**config.mk**
```make
export PLATFORM = sky130hd
export DESIGN_NAME = rx_tlp_sched_mc
export DESIGN_NICKNAME = d
export VERILOG_FILES = /design/src/rtl/rx_sched_pkg.sv /design/src/rtl/rx_rr_arb.sv /design/src/rtl/rx_tlp_sched_mc.sv
export SDC_FILE = /design/constraint.sdc
export NUM_CORES = 1
export LEC_CHECK = 0
export BUFFER_PORTS_ARGS = -buffer_cell sky130_fd_sc_hd__buf_2
export CAP_MARGIN = 0
export CORE_ASPECT_RATIO = 1.2
export CORE_MARGIN = 2
export CORE_UTILIZATION = 49
export CTS_CLUSTER_DIAMETER = 60
export DETAILED_ROUTE_END_ITERATION = 6
export GPL_ROUTABILITY_DRIVEN = 1
export HOLD_SLACK_MARGIN = 0.02
export PLACE_DENSITY = 0.75
export SYNTH_ARGS = -nofsm -noshare
export SYNTH_HDL_FRONTEND = slang
export SYNTH_SLANG_ARGS = --single-unit
```
**constraint.sdc**
```tcl
create_clock -name clk -period 4.7 [get_ports clk]
set_clock_uncertainty 0.1 [all_clocks]
set_input_delay 0 -clock clk [delete_from_list [all_inputs] [get_ports clk]]
set_output_delay 0 -clock clk [all_outputs]
set_load 0.02 [all_outputs]
```
**src/rtl/rx_sched_pkg.sv**
```systemverilog
// ----------------------------------------------------------------------------
// rx_sched_pkg
// Shared definitions for the multi-channel RX TLP scheduler:
//   - PCIe max-payload-size encodings
//   - scheduler FSM state type
//   - mps2qw(): MPS encoding -> QW count, capped to the request width
// ----------------------------------------------------------------------------
package rx_sched_pkg;

    localparam logic [2:0] MPS_128B  = 3'd0;
    localparam logic [2:0] MPS_256B  = 3'd1;
    localparam logic [2:0] MPS_512B  = 3'd2;
    localparam logic [2:0] MPS_1024B = 3'd3;
    localparam logic [2:0] MPS_2048B = 3'd4;
    localparam logic [2:0] MPS_4096B = 3'd5;

    typedef enum logic {
        IDLE = 1'b0,
        REQ  = 1'b1
    } sched_state_e;

    // 128 B = 16 QWs; each encoding step doubles. The request field can only
    // carry up to 2**(qwcw-1) QWs, so larger payloads are capped there.
    function automatic int unsigned mps2qw(input logic [2:0] mps, input int unsigned qwcw);
        int unsigned qw;
        int unsigned cap;
        qw  = 32'd16 << mps;
        cap = 32'd1 << (qwcw - 1);
        return (qw > cap) ? cap : qw;
    endfunction

endpackage

```
**src/rtl/rx_rr_arb.sv**
```systemverilog
// ----------------------------------------------------------------------------
// rx_rr_arb
// Combinational round-robin pick: returns the first eligible channel at or
// after rr_ptr_i, wrapping modulo NCH.
// Ports:
//   elig_i      in  NCH  per-channel eligible flags
//   rr_ptr_i    in  CW   channel with highest priority this pick
//   grant_o     out CW   chosen channel (0 when nothing is eligible)
//   any_valid_o out 1    at least one channel eligible
// ----------------------------------------------------------------------------
module rx_rr_arb #(
    parameter int NCH = 2,
    parameter int CW  = 1
) (
    input  logic [NCH-1:0] elig_i,
    input  logic [CW-1:0]  rr_ptr_i,
    output logic [CW-1:0]  grant_o,
    output logic           any_valid_o
);

    always_comb begin
        logic          found;
        logic [CW-1:0] idx;
        grant_o     = '0;
        any_valid_o = 1'b0;
        found       = 1'b0;
        idx         = '0;
        for (int k = 0; k < NCH; k++) begin
            idx = CW'((int'(rr_ptr_i) + k) % NCH);
            if (!found && elig_i[idx]) begin
                grant_o = idx;
                found   = 1'b1;
            end
        end
        any_valid_o = found;
    end

endmodule

```
**src/rtl/rx_tlp_sched_mc.sv**
```systemverilog
// ----------------------------------------------------------------------------
// rx_tlp_sched_mc
// Multi-channel RX TLP request scheduler (pcie_clk domain). For each channel
// the committed producer pointer is compared with an internal issue pointer;
// a full max-payload request is raised when enough QWs are available, or a
// partial flush once the channel has sat with a short remainder for TOUT
// cycles. Channels are served round-robin through a req/ack handshake.
//
// States:
//   IDLE | no request outstanding; arbitrate eligible channels
//   REQ  | request presented, outputs frozen until req_ack
//
// Ports:
//   clk                   in   pcie clock
//   rst_n                 in   async active-low reset (deassert synchronised)
//   cfg_max_payload_size  in   PCIe MPS encoding
//   committed_prod        in   per-channel producer pointer, ch i at [i*BW +: BW]
//   ch_en                 in   per-channel host buffer ready
//   req                   out  request valid
//   req_ch                out  granted channel
//   req_qws               out  QWs to send
//   req_full              out  1 = full MPS TLP, 0 = partial flush
//   req_ack               in   DMA accepted request (ignored while req=0)
//   iss_ptr               out  per-channel issue pointer
//   stat_full / stat_part out  per-channel acked full/partial counts
//                              (only when RX_SCHED_STATS_EN is defined)
// ----------------------------------------------------------------------------
module rx_tlp_sched_mc
    import rx_sched_pkg::*;
#(
    parameter int NCH  = 2,
    parameter int BW   = 10,
    parameter int QWCW = 6,
    parameter int TW   = 9,
    parameter int TOUT = 256,
    parameter int CW   = 1
) (
    input  logic              clk,
    input  logic              rst_n,
    input  logic [2:0]        cfg_max_payload_size,
    input  logic [NCH*BW-1:0] committed_prod,
    input  logic [NCH-1:0]    ch_en,
    output logic              req,
    output logic [CW-1:0]     req_ch,
    output logic [QWCW-1:0]   req_qws,
    output logic              req_full,
    input  logic              req_ack,
    output logic [NCH*BW-1:0] iss_ptr
`ifdef RX_SCHED_STATS_EN
    ,
    output logic [NCH*32-1:0] stat_full,
    output logic [NCH*32-1:0] stat_part
`endif
);

    localparam logic [TW-1:0] TOUT_T = TW'(TOUT);

    // Assert follows rst_n immediately; release is aligned to clk.
    logic rst_meta_q;
    logic rst_sync_q;

    always_ff @(posedge clk or negedge rst_n) begin
        if (!rst_n) begin
            rst_meta_q <= 1'b0;
            rst_sync_q <= 1'b0;
        end else begin
            rst_meta_q <= 1'b1;
            rst_sync_q <= rst_meta_q;
        end
    end

    sched_state_e                state_q, state_d;
    logic [CW-1:0]               rr_q, rr_d;
    logic                        req_q, req_d;
    logic [CW-1:0]               req_ch_q, req_ch_d;
    logic [QWCW-1:0]             req_qws_q, req_qws_d;
    logic                        req_full_q, req_full_d;
    logic [NCH-1:0][BW-1:0]      iss_q, iss_d;
    logic [NCH-1:0][TW-1:0]      timer_q, timer_d;

    logic [QWCW-1:0]             mps_qw;
    logic [BW-1:0]               mps_bw;
    logic [NCH-1:0][BW-1:0]      avail;
    logic [NCH-1:0]              full_ok;
    logic [NCH-1:0]              part_win;
    logic [NCH-1:0]              elig;
    logic [CW-1:0]               grant;
    logic                        any_valid;
    logic                        ack_fire;

    assign mps_qw   = QWCW'(mps2qw(cfg_max_payload_size, QWCW));
    assign mps_bw   = BW'(mps_qw);
    assign ack_fire = (state_q == REQ) && req_ack;

    // Modular subtraction keeps avail correct across pointer wrap.
    always_comb begin
        avail    = '0;
        full_ok  = '0;
        part_win = '0;
        elig     = '0;
        for (int i = 0; i < NCH; i++) begin
            avail[i]    = committed_prod[i*BW +: BW] - iss_q[i];
            full_ok[i]  = (avail[i] >= mps_bw);
            part_win[i] = (avail[i] != '0) && !full_ok[i];
            elig[i]     = ch_en[i] && (full_ok[i] || (part_win[i] && (timer_q[i] == TOUT_T)));
        end
    end

    rx_rr_arb #(
        .NCH (NCH),
        .CW  (CW)
    ) u_rr_arb (
        .elig_i      (elig),
        .rr_ptr_i    (rr_q),
        .grant_o     (grant),
        .any_valid_o (any_valid)
    );

    always_comb begin
        state_d    = state_q;
        rr_d       = rr_q;
        req_d      = req_q;
        req_ch_d   = req_ch_q;
        req_qws_d  = req_qws_q;
        req_full_d = req_full_q;
        iss_d      = iss_q;
        case (state_q)
            IDLE: begin
                if (any_valid) begin
                    req_d      = 1'b1;
                    req_ch_d   = grant;
                    req_full_d = full_ok[grant];
                    // A partial remainder is always below mps_qw, so it fits QWCW.
                    req_qws_d  = full_ok[grant] ? mps_qw : QWCW'(avail[grant]);
                    state_d    = REQ;
                end
            end
            REQ: begin
                if (req_ack) begin
                    req_d           = 1'b0;
                    iss_d[req_ch_q] = iss_q[req_ch_q] + BW'(req_qws_q);
                    rr_d            = (req_ch_q == CW'(NCH - 1)) ? '0 : req_ch_q + 1'b1;
                    state_d         = IDLE;
                end
            end
            default: state_d = IDLE;
        endcase
    end

    always_comb begin
        timer_d = timer_q;
        for (int i = 0; i < NCH; i++) begin
            if (ack_fire && (req_ch_q == CW'(i))) begin
                timer_d[i] = '0;
            end else if (ch_en[i] && part_win[i]) begin
                timer_d[i] = (timer_q[i] == TOUT_T) ? TOUT_T : timer_q[i] + 1'b1;
            end else begin
                timer_d[i] = '0;
            end
        end
    end

    always_ff @(posedge clk or negedge rst_sync_q) begin
        if (!rst_sync_q) begin
            state_q    <= IDLE;
            rr_q       <= '0;
            req_q      <= 1'b0;
            req_ch_q   <= '0;
            req_qws_q  <= '0;
            req_full_q <= 1'b0;
            iss_q      <= '0;
            timer_q    <= '0;
        end else begin
            state_q    <= state_d;
            rr_q       <= rr_d;
            req_q      <= req_d;
            req_ch_q   <= req_ch_d;
            req_qws_q  <= req_qws_d;
            req_full_q <= req_full_d;
            iss_q      <= iss_d;
            timer_q    <= timer_d;
        end
    end

    assign req      = req_q;
    assign req_ch   = req_ch_q;
    assign req_qws  = req_qws_q;
    assign req_full = req_full_q;
    assign iss_ptr  = iss_q;

`ifdef RX_SCHED_STATS_EN
    logic [NCH-1:0][31:0] stat_full_q, stat_full_d;
    logic [NCH-1:0][31:0] stat_part_q, stat_part_d;

    always_comb begin
        stat_full_d = stat_full_q;
        stat_part_d = stat_part_q;
        if (ack_fire) begin
            if (req_full_q) begin
                stat_full_d[req_ch_q] = stat_full_q[req_ch_q] + 32'd1;
            end else begin
                stat_part_d[req_ch_q] = stat_part_q[req_ch_q] + 32'd1;
            end
        end
    end

    always_ff @(posedge clk or negedge rst_sync_q) begin
        if (!rst_sync_q) begin
            stat_full_q <= '0;
            stat_part_q <= '0;
        end else begin
            stat_full_q <= stat_full_d;
            stat_part_q <= stat_part_d;
        end
    end

    assign stat_full = stat_full_q;
    assign stat_part = stat_part_q;
`endif

endmodule

```
# ---- Word level (Yosys, flattened, before mapping)
# Cells that the tools add are included.
dict set report totals {
  reg_bits 51
  output_inout_bits 29
  inputBits 28
}
dict set report classes {
  shifts 1
  n_eq_ne 4
  n_lt_le_gt_ge 8
  n_addsub 7
  bitwise_logic 2
  reduce_logical 23
  muxes 32
}
# op count
set op_table {}
lappend op_table {{two-way mux 9 bit} 6}
lappend op_table {{greater-than comparator 32 x 6 -> 1 bit, second input constant} 1}
lappend op_table {{left shift 5 x 3 -> 32 bit, first input constant} 1}
lappend op_table {{two-way mux 10 bit} 3}
lappend op_table {{two-way mux 6 bit} 4}
lappend op_table {{bitwise mux 20 bit} 1}
lappend op_table {{greater-or-equal comparator 10 x 6 -> 1 bit} 2}
lappend op_table {{nonzero test 10 bit} 2}
lappend op_table {{subtractor 10 bit} 2}
lappend op_table {{adder 9 x 1 -> 9 bit, second input constant} 2}
lappend op_table {{equality test 9 bit, second input constant} 2}
lappend op_table {{two-way mux 1 bit} 15}
lappend op_table {{logical AND 1 bit} 13}
lappend op_table {{adder 10 x 6 -> 10 bit} 1}
lappend op_table {{demux 10 bit (select 1 bit)} 1}
lappend op_table {{less-than comparator 1 x 2 -> 1 bit, second input constant} 4}
lappend op_table {{AND reduction 2 bit} 3}
lappend op_table {{inequality test 2 bit, second input constant} 2}
lappend op_table {{case mux 1 bit (2 select lines)} 2}
lappend op_table {{logical NOT 1 bit} 3}
lappend op_table {{adder 1 bit, second input constant} 2}
lappend op_table {{logical OR 1 bit} 2}
lappend op_table {{NOT 1 bit} 2}
lappend op_table {{greater-or-equal comparator 1 bit, second input constant} 1}

# ---- Longest topological paths before layout
dict set report depth {
  word_depth 18
  depth_mapped 17
}

# ---- Modules after synthesis
# Synthesis repeated with hierarchy kept, for this count alone.
dict set report unflattened {
  cells_unflattened 420
  area_unflattened_um2 3662.3
}
# module n_inst seq_area_each_um2 area_per_inst_um2 cells_each
set by_module_without_submodules {}
lappend by_module_without_submodules {rx_tlp_sched_mc 1 1276.2 3644.7 417}
lappend by_module_without_submodules {rx_rr_arb 1 0.0 17.5 3}

# ---- Worst setup path after synthesis
# Ideal clock, no wire load.
dict set report synth_path {
  path_kind {reg-to-reg}
  from {reg iss_q, in the netlist iss_ptr[1]}
  to {reg req_ch_q, in the netlist req_ch}
  t_arrival_ps 3807
  setup_slack_ps 668
  required_time_ps 4475
  synth_period_minus_slack_ps 4032
  path_buffers 0
  path_stages_with_launch 15
  path_cell_list {dfrtp_1 -> inv_1 -> ha_1 -> nor2b_1 -> o2111a_1 -> o311a_1 -> or2_2 -> ha_1 -> o21a_1 -> a2111oi_4 -> o311ai_1 -> nor4_4 -> nand2_2 -> a221oi_2 -> mux2_2}
}
dict set report synth_via {
  elab_chain_len 14
  word_cells_on_any_way 19
}
# element line_no
set synth_lines {}
lappend synth_lines {{start: declaration} rx_tlp_sched_mc.sv:78} ;# logic [NCH-1:0][BW-1:0] iss_q, iss_d;
lappend synth_lines {{start signal: assignment} rx_tlp_sched_mc.sv:180} ;# iss_q <= iss_d;
lappend synth_lines {{subtractor 10 bit *} rx_tlp_sched_mc.sv:102} ;# avail[i] = committed_prod[i*BW +: BW] - iss_q[i];
lappend synth_lines {{greater-or-equal comparator 10 x 6 -> 1 bit} rx_tlp_sched_mc.sv:103} ;# full_ok[i] = (avail[i] >= mps_bw);
lappend synth_lines {{logical NOT 1 bit} rx_tlp_sched_mc.sv:104} ;# part_win[i] = (avail[i] != '0) && !full_ok[i];
lappend synth_lines {{logical AND 1 bit} rx_tlp_sched_mc.sv:104}
lappend synth_lines {{logical AND 1 bit} rx_tlp_sched_mc.sv:105} ;# elig[i] = ch_en[i] && (full_ok[i] || (part_win[i] && (timer_q[i] == TOUT_T)));
lappend synth_lines {{logical OR 1 bit *} rx_tlp_sched_mc.sv:105}
lappend synth_lines {{logical AND 1 bit *} rx_tlp_sched_mc.sv:105}
lappend synth_lines {{two-way mux 1 bit (not written as such) (2 in series)} rx_rr_arb.sv:30} ;# if (!found && elig_i[idx]) begin
lappend synth_lines {{two-way mux 1 bit} rx_rr_arb.sv:30}
lappend synth_lines {{logical NOT 1 bit} rx_rr_arb.sv:30}
lappend synth_lines {{logical AND 1 bit} rx_rr_arb.sv:30}
lappend synth_lines {{two-way mux 1 bit} rx_rr_arb.sv:30}
lappend synth_lines {{AND reduction 2 bit (no source line)} -}
lappend synth_lines {{end signal: assignment} rx_tlp_sched_mc.sv:177} ;# req_ch_q <= req_ch_d;
lappend synth_lines {{end: declaration} rx_tlp_sched_mc.sv:75} ;# logic [CW-1:0] req_ch_q, req_ch_d;
# Every way passes the cells marked *; elsewhere a longest branch is shown, timed or not. The select of a mux whose other input is x is not followed.
# A chain may end at the register's enable or synchronous reset.

# ---- Worst setup path after layout
dict set report layout_path {
  from {reg iss_q, in the netlist iss_ptr[1]}
  to {reg state_q}
}
dict set report layout_via {
  elab_chain_len 15
  word_cells_on_any_way 18
}
# element line_no
set layout_lines {}
lappend layout_lines {{subtractor 10 bit *} rx_tlp_sched_mc.sv:102}
lappend layout_lines {{greater-or-equal comparator 10 x 6 -> 1 bit} rx_tlp_sched_mc.sv:103}
lappend layout_lines {{logical NOT 1 bit} rx_tlp_sched_mc.sv:104}
lappend layout_lines {{logical AND 1 bit} rx_tlp_sched_mc.sv:104}
lappend layout_lines {{logical AND 1 bit} rx_tlp_sched_mc.sv:105}
lappend layout_lines {{logical OR 1 bit *} rx_tlp_sched_mc.sv:105}
lappend layout_lines {{logical AND 1 bit *} rx_tlp_sched_mc.sv:105}
lappend layout_lines {{two-way mux 1 bit (not written as such) (2 in series)} rx_rr_arb.sv:30}
lappend layout_lines {{two-way mux 1 bit} rx_rr_arb.sv:30}
lappend layout_lines {{logical NOT 1 bit} rx_rr_arb.sv:30}
lappend layout_lines {{logical AND 1 bit} rx_rr_arb.sv:30}
lappend layout_lines {{two-way mux 1 bit *} rx_rr_arb.sv:30}
lappend layout_lines {{two-way mux 1 bit *} rx_tlp_sched_mc.sv:129} ;# if (any_valid) begin
lappend layout_lines {{case mux 1 bit (2 select lines) *} rx_tlp_sched_mc.sv:127} ;# case (state_q)
lappend layout_lines {{named net state_d} rx_tlp_sched_mc.sv:72} ;# sched_state_e state_q, state_d;
lappend layout_lines {{end signal: assignment} rx_tlp_sched_mc.sv:174} ;# state_q <= state_d;
lappend layout_lines {{end: declaration} rx_tlp_sched_mc.sv:72}
# Mark *: on every way through the listed nets, which the timed path passes. The rest lies on a longest branch. The select of a mux whose other input is x is not followed.

==> impl_metrics.toml <==
[grt]
gr-usage-all-layers_pct = 22.0
grt_max_degree = 50
grt_pass1_wl_um = 15100
overflow = 0
grt_pass1_vias = 3261
antenna_found_initial = 0

[cells_and_area]
layout.nets = 555
multi_input_area_sq_um = 2390
antennaDiodeCount = 0
layout_commonest_cell = "buf_2"
fillers = 679
area.sequential_sq_um = 1280
final_cell_mix = "buf_2 (56), dfrtp_1 (50), nand2_1 (42), inv_1 (42), ha_1 (32)"
final_util_pct = 58.0
drive_gt1_share_pct = 19.1
areaGrowthSynthToFinish_pct = 15.2
final_cells = 585

[timing]
tightest_slew_ns = 1.12
slew_violations = 0
timing.fmax_ghz = 0.228
setup_viol = 0
min_period_ns = 4.38
rsz0062_at_grt = "false"
hold_violations = 0
maxSlewHeadroom_pct = 25.1
tns_ns = 0
period_share_pct = 93.2

[worst_setup_path]
cp-endpoint = "state_q"
crit_path_max_fanout = 5
worstRegToRegCells = 15
crit_family = "compound AO/OA/AOI/OAI gates"
critical_path_depth = 15
crit_path_end_kind = "flip-flop"
worstPathCellList = "inv_1 -> ha_1 -> nor2b_1 -> o2111a_1 -> o311a_1 -> or2_2 -> ha_1 -> o21a_1 -> a2111oi_4 -> o311ai_1 -> nor4_4 -> nand2_2 -> a221oi_4 -> mux2i_1 -> dlygate4sd3_1"
required_ns = 4.79
max_stage_delay_ns = 0.56
r2r_end = "state_q"
path_class = "flip-flop to flip-flop"
crit_start = "iss_ptr[1]"
start_kind = "flip-flop"
r2r_start = "iss_ptr[1]"
critPathBufInv = 2
cpMostUsedCell = "ha_1"
rrSetupSlack_ns = 0.32
crit_path_top_delay_cell = "dlygate4sd3_1"
worstPathArrival_ns = 4.47

[outcome]
outcome = "completed"

[logic_synthesis]
synth_cell_types = 66
synth_edf_count = 0
ys_top_cells_by_area = "dfrtp_1 (33%), ha_1 (10%), inv_1 (4.1%)"
synth.avg_cell_area_sq_um = 8.96
synthCells = 430
syn-num-nets = 493
async_reset_ff_share_pct = 100
ys_seq_area_share_pct = 33.1
yosys_warnings = 0
synth_area_sq_um = 3850
yosysTopAreaCell = "dfrtp_1"
yosys.area.top_type_share_pct = 33.1
ys_ff_latch = 51
synthFlopType = "dfrtp_1"

[clocking]
path_clk_slew_ns = 0.09
cts_sinks = 51
clock_path_buffers = 2
cts-root-buf = "clkbuf_8"
insertion_delay_ns = 0.31
cts_tree = "built"
cts_made_buffers = 5
h-tree-depth = 2

[detailed_routing]
routed_wl_um = 9180
first_pass_iters = 4
routedWlPerCell_um = 15.7
ant_nets = 0
vias = 3333
drtIter0Drc = 149
drc = 0
vias_per_cell = 5.70

[place]
dp_hpwl_um = 7150
place_congestion = 0.929
io_buffers = 56
dp.cells = 569

[power_and_ir_drop]
ir_worst_vdd_mv = 0.310
p_leak_nw = 2.07
p_per_area_nw_per_um2 = 551
power.total_mw = 2.45

[floorplan]
rows = 35
dieArea_sq_um = 8600
core-area_sq_um = 7660
die_h_um = 101
die_x_um = 85.0
io-pin-count = 57
initial_utilization_pct = 50.3

[job]
drv_cap = 0

[worst_hold_path]
hold_path_class = "input port to flip-flop"
state kept, by name, summed over array words and instances (netlist names):
register / flops
iss_ptr: 20
req_full: 1
rst_meta_q: 1
req_qws: 6
timer_q: 18
req_ch: 1
req: 1
rr_q: 1
state_q: 1
rst_sync_q: 1
what timing repair did:
action,4_1_cts,5_1_grt
setup buffers,0,2
resized for setup,0,3
hold endpoints to repair,6,0
hold buffers,6,0
endpoints found under the setup margin,0,1
cell type report:
cell class	count	area share, %
clock inverter	2	1.35
sequential	51	28.8
clock buffer	6	1.63
inverter	42	3.55
tap	92	2.59
timing repair buffer	66	8.34
multi-input combinational	326	53.8
layer usage:
| metal | track usage [%] | share of wire (%) | vias to the layer above |
|---|---|---|---|
| met5 | 0 | 0 | - |
| met4 | 9.40 | 3.3 | 0 |
| met3 | 3.18 | 5.0 | 24 |
| met2 | 38.2 | 50 | 95 |
| met1 | 27.4 | 41 | 1575 |
| li1 | - | - | 1639 |
synthesized netlist by cell type (4+ instances only):
master,number
a21o_1,4
a21oi_1,14
clkbuf_1,5
dfrtp_1,51
ha_1,32
inv_1,42
mux2i_1,7
nand2_1,42
nand2b_1,4
nand3_1,15
nand4_1,6
nor2_1,25
nor2_2,8
nor2b_1,9
nor3_1,6
nor3b_1,4
nor4_1,5
nor4b_1,5
o21ai_0,25
o21ai_1,4
o22ai_1,6
o31ai_1,5
or2_2,4
xnor2_1,17
xor2_1,18
where the power goes:
part | total, mW | internal, mW | switching, mW
logic | 1.44 | 0.573 | 0.863
registers | 0.650 | 0.539 | 0.110
clock network | 0.362 | 0.213 | 0.149
total | 2.45 | 1.32 | 1.12
logic make-up after synthesis:
logic type | after synthesis | synth area share (%)
AO/OA/AOI/OAI | 92 | 17.0
XOR/XNOR | 36 | 8.54
adder cells (fa/ha/maj) | 35 | 11.9
buffers and inverters | 53 | 5.58
flip-flops | 51 | 33.1
multiplexers | 10 | 2.69
other | 1 | 0.0973
AND/OR/NAND/NOR | 152 | 21.0
worst min-delay path by stage:
stage	slack [ns]	cells past startpoint	start	endpoint
6_report	0.18	4	committed_prod[1]	req_qws[1]
5_1_grt	0.22	4	cfg_max_payload_size[0]	req_qws[5]
4_1_cts	0.18	5	committed_prod[11]	req_qws[1]
3_5_place_dp	-0.31	1	rst_n	rst_meta_q
3_3_place_gp	-0.32	1	rst_n	rst_meta_q
2_1_floorplan	-0.40	0	rst_n	rst_meta_q
worst register-to-register path: stages (launching register included):
cell,delay [ns]
dfrtp_1,0.41
inv_1,0.10
ha_1,0.23
nor2b_1,0.16
o2111a_1,0.25
o311a_1,0.33
or2_2,0.32
ha_1,0.28
o21a_1,0.13
a2111oi_4,0.26
o311ai_1,0.19
nor4_4,0.34
nand2_2,0.15
a221oi_4,0.35
mux2i_1,0.10
dlygate4sd3_1,0.56
per-stage QoR:
stage,hold slack (ns),instance area [sq um],setup slack (ns)
3_5_place_dp,-0.314,4210,0.472
2_1_floorplan,-0.396,3850,0.668
5_1_grt,0.222,4440,0.0489
6_report,0.180,4440,0.321
3_3_place_gp,-0.315,4210,0.537
4_1_cts,0.182,4400,0.125
(Power assumes the default switching activity.)
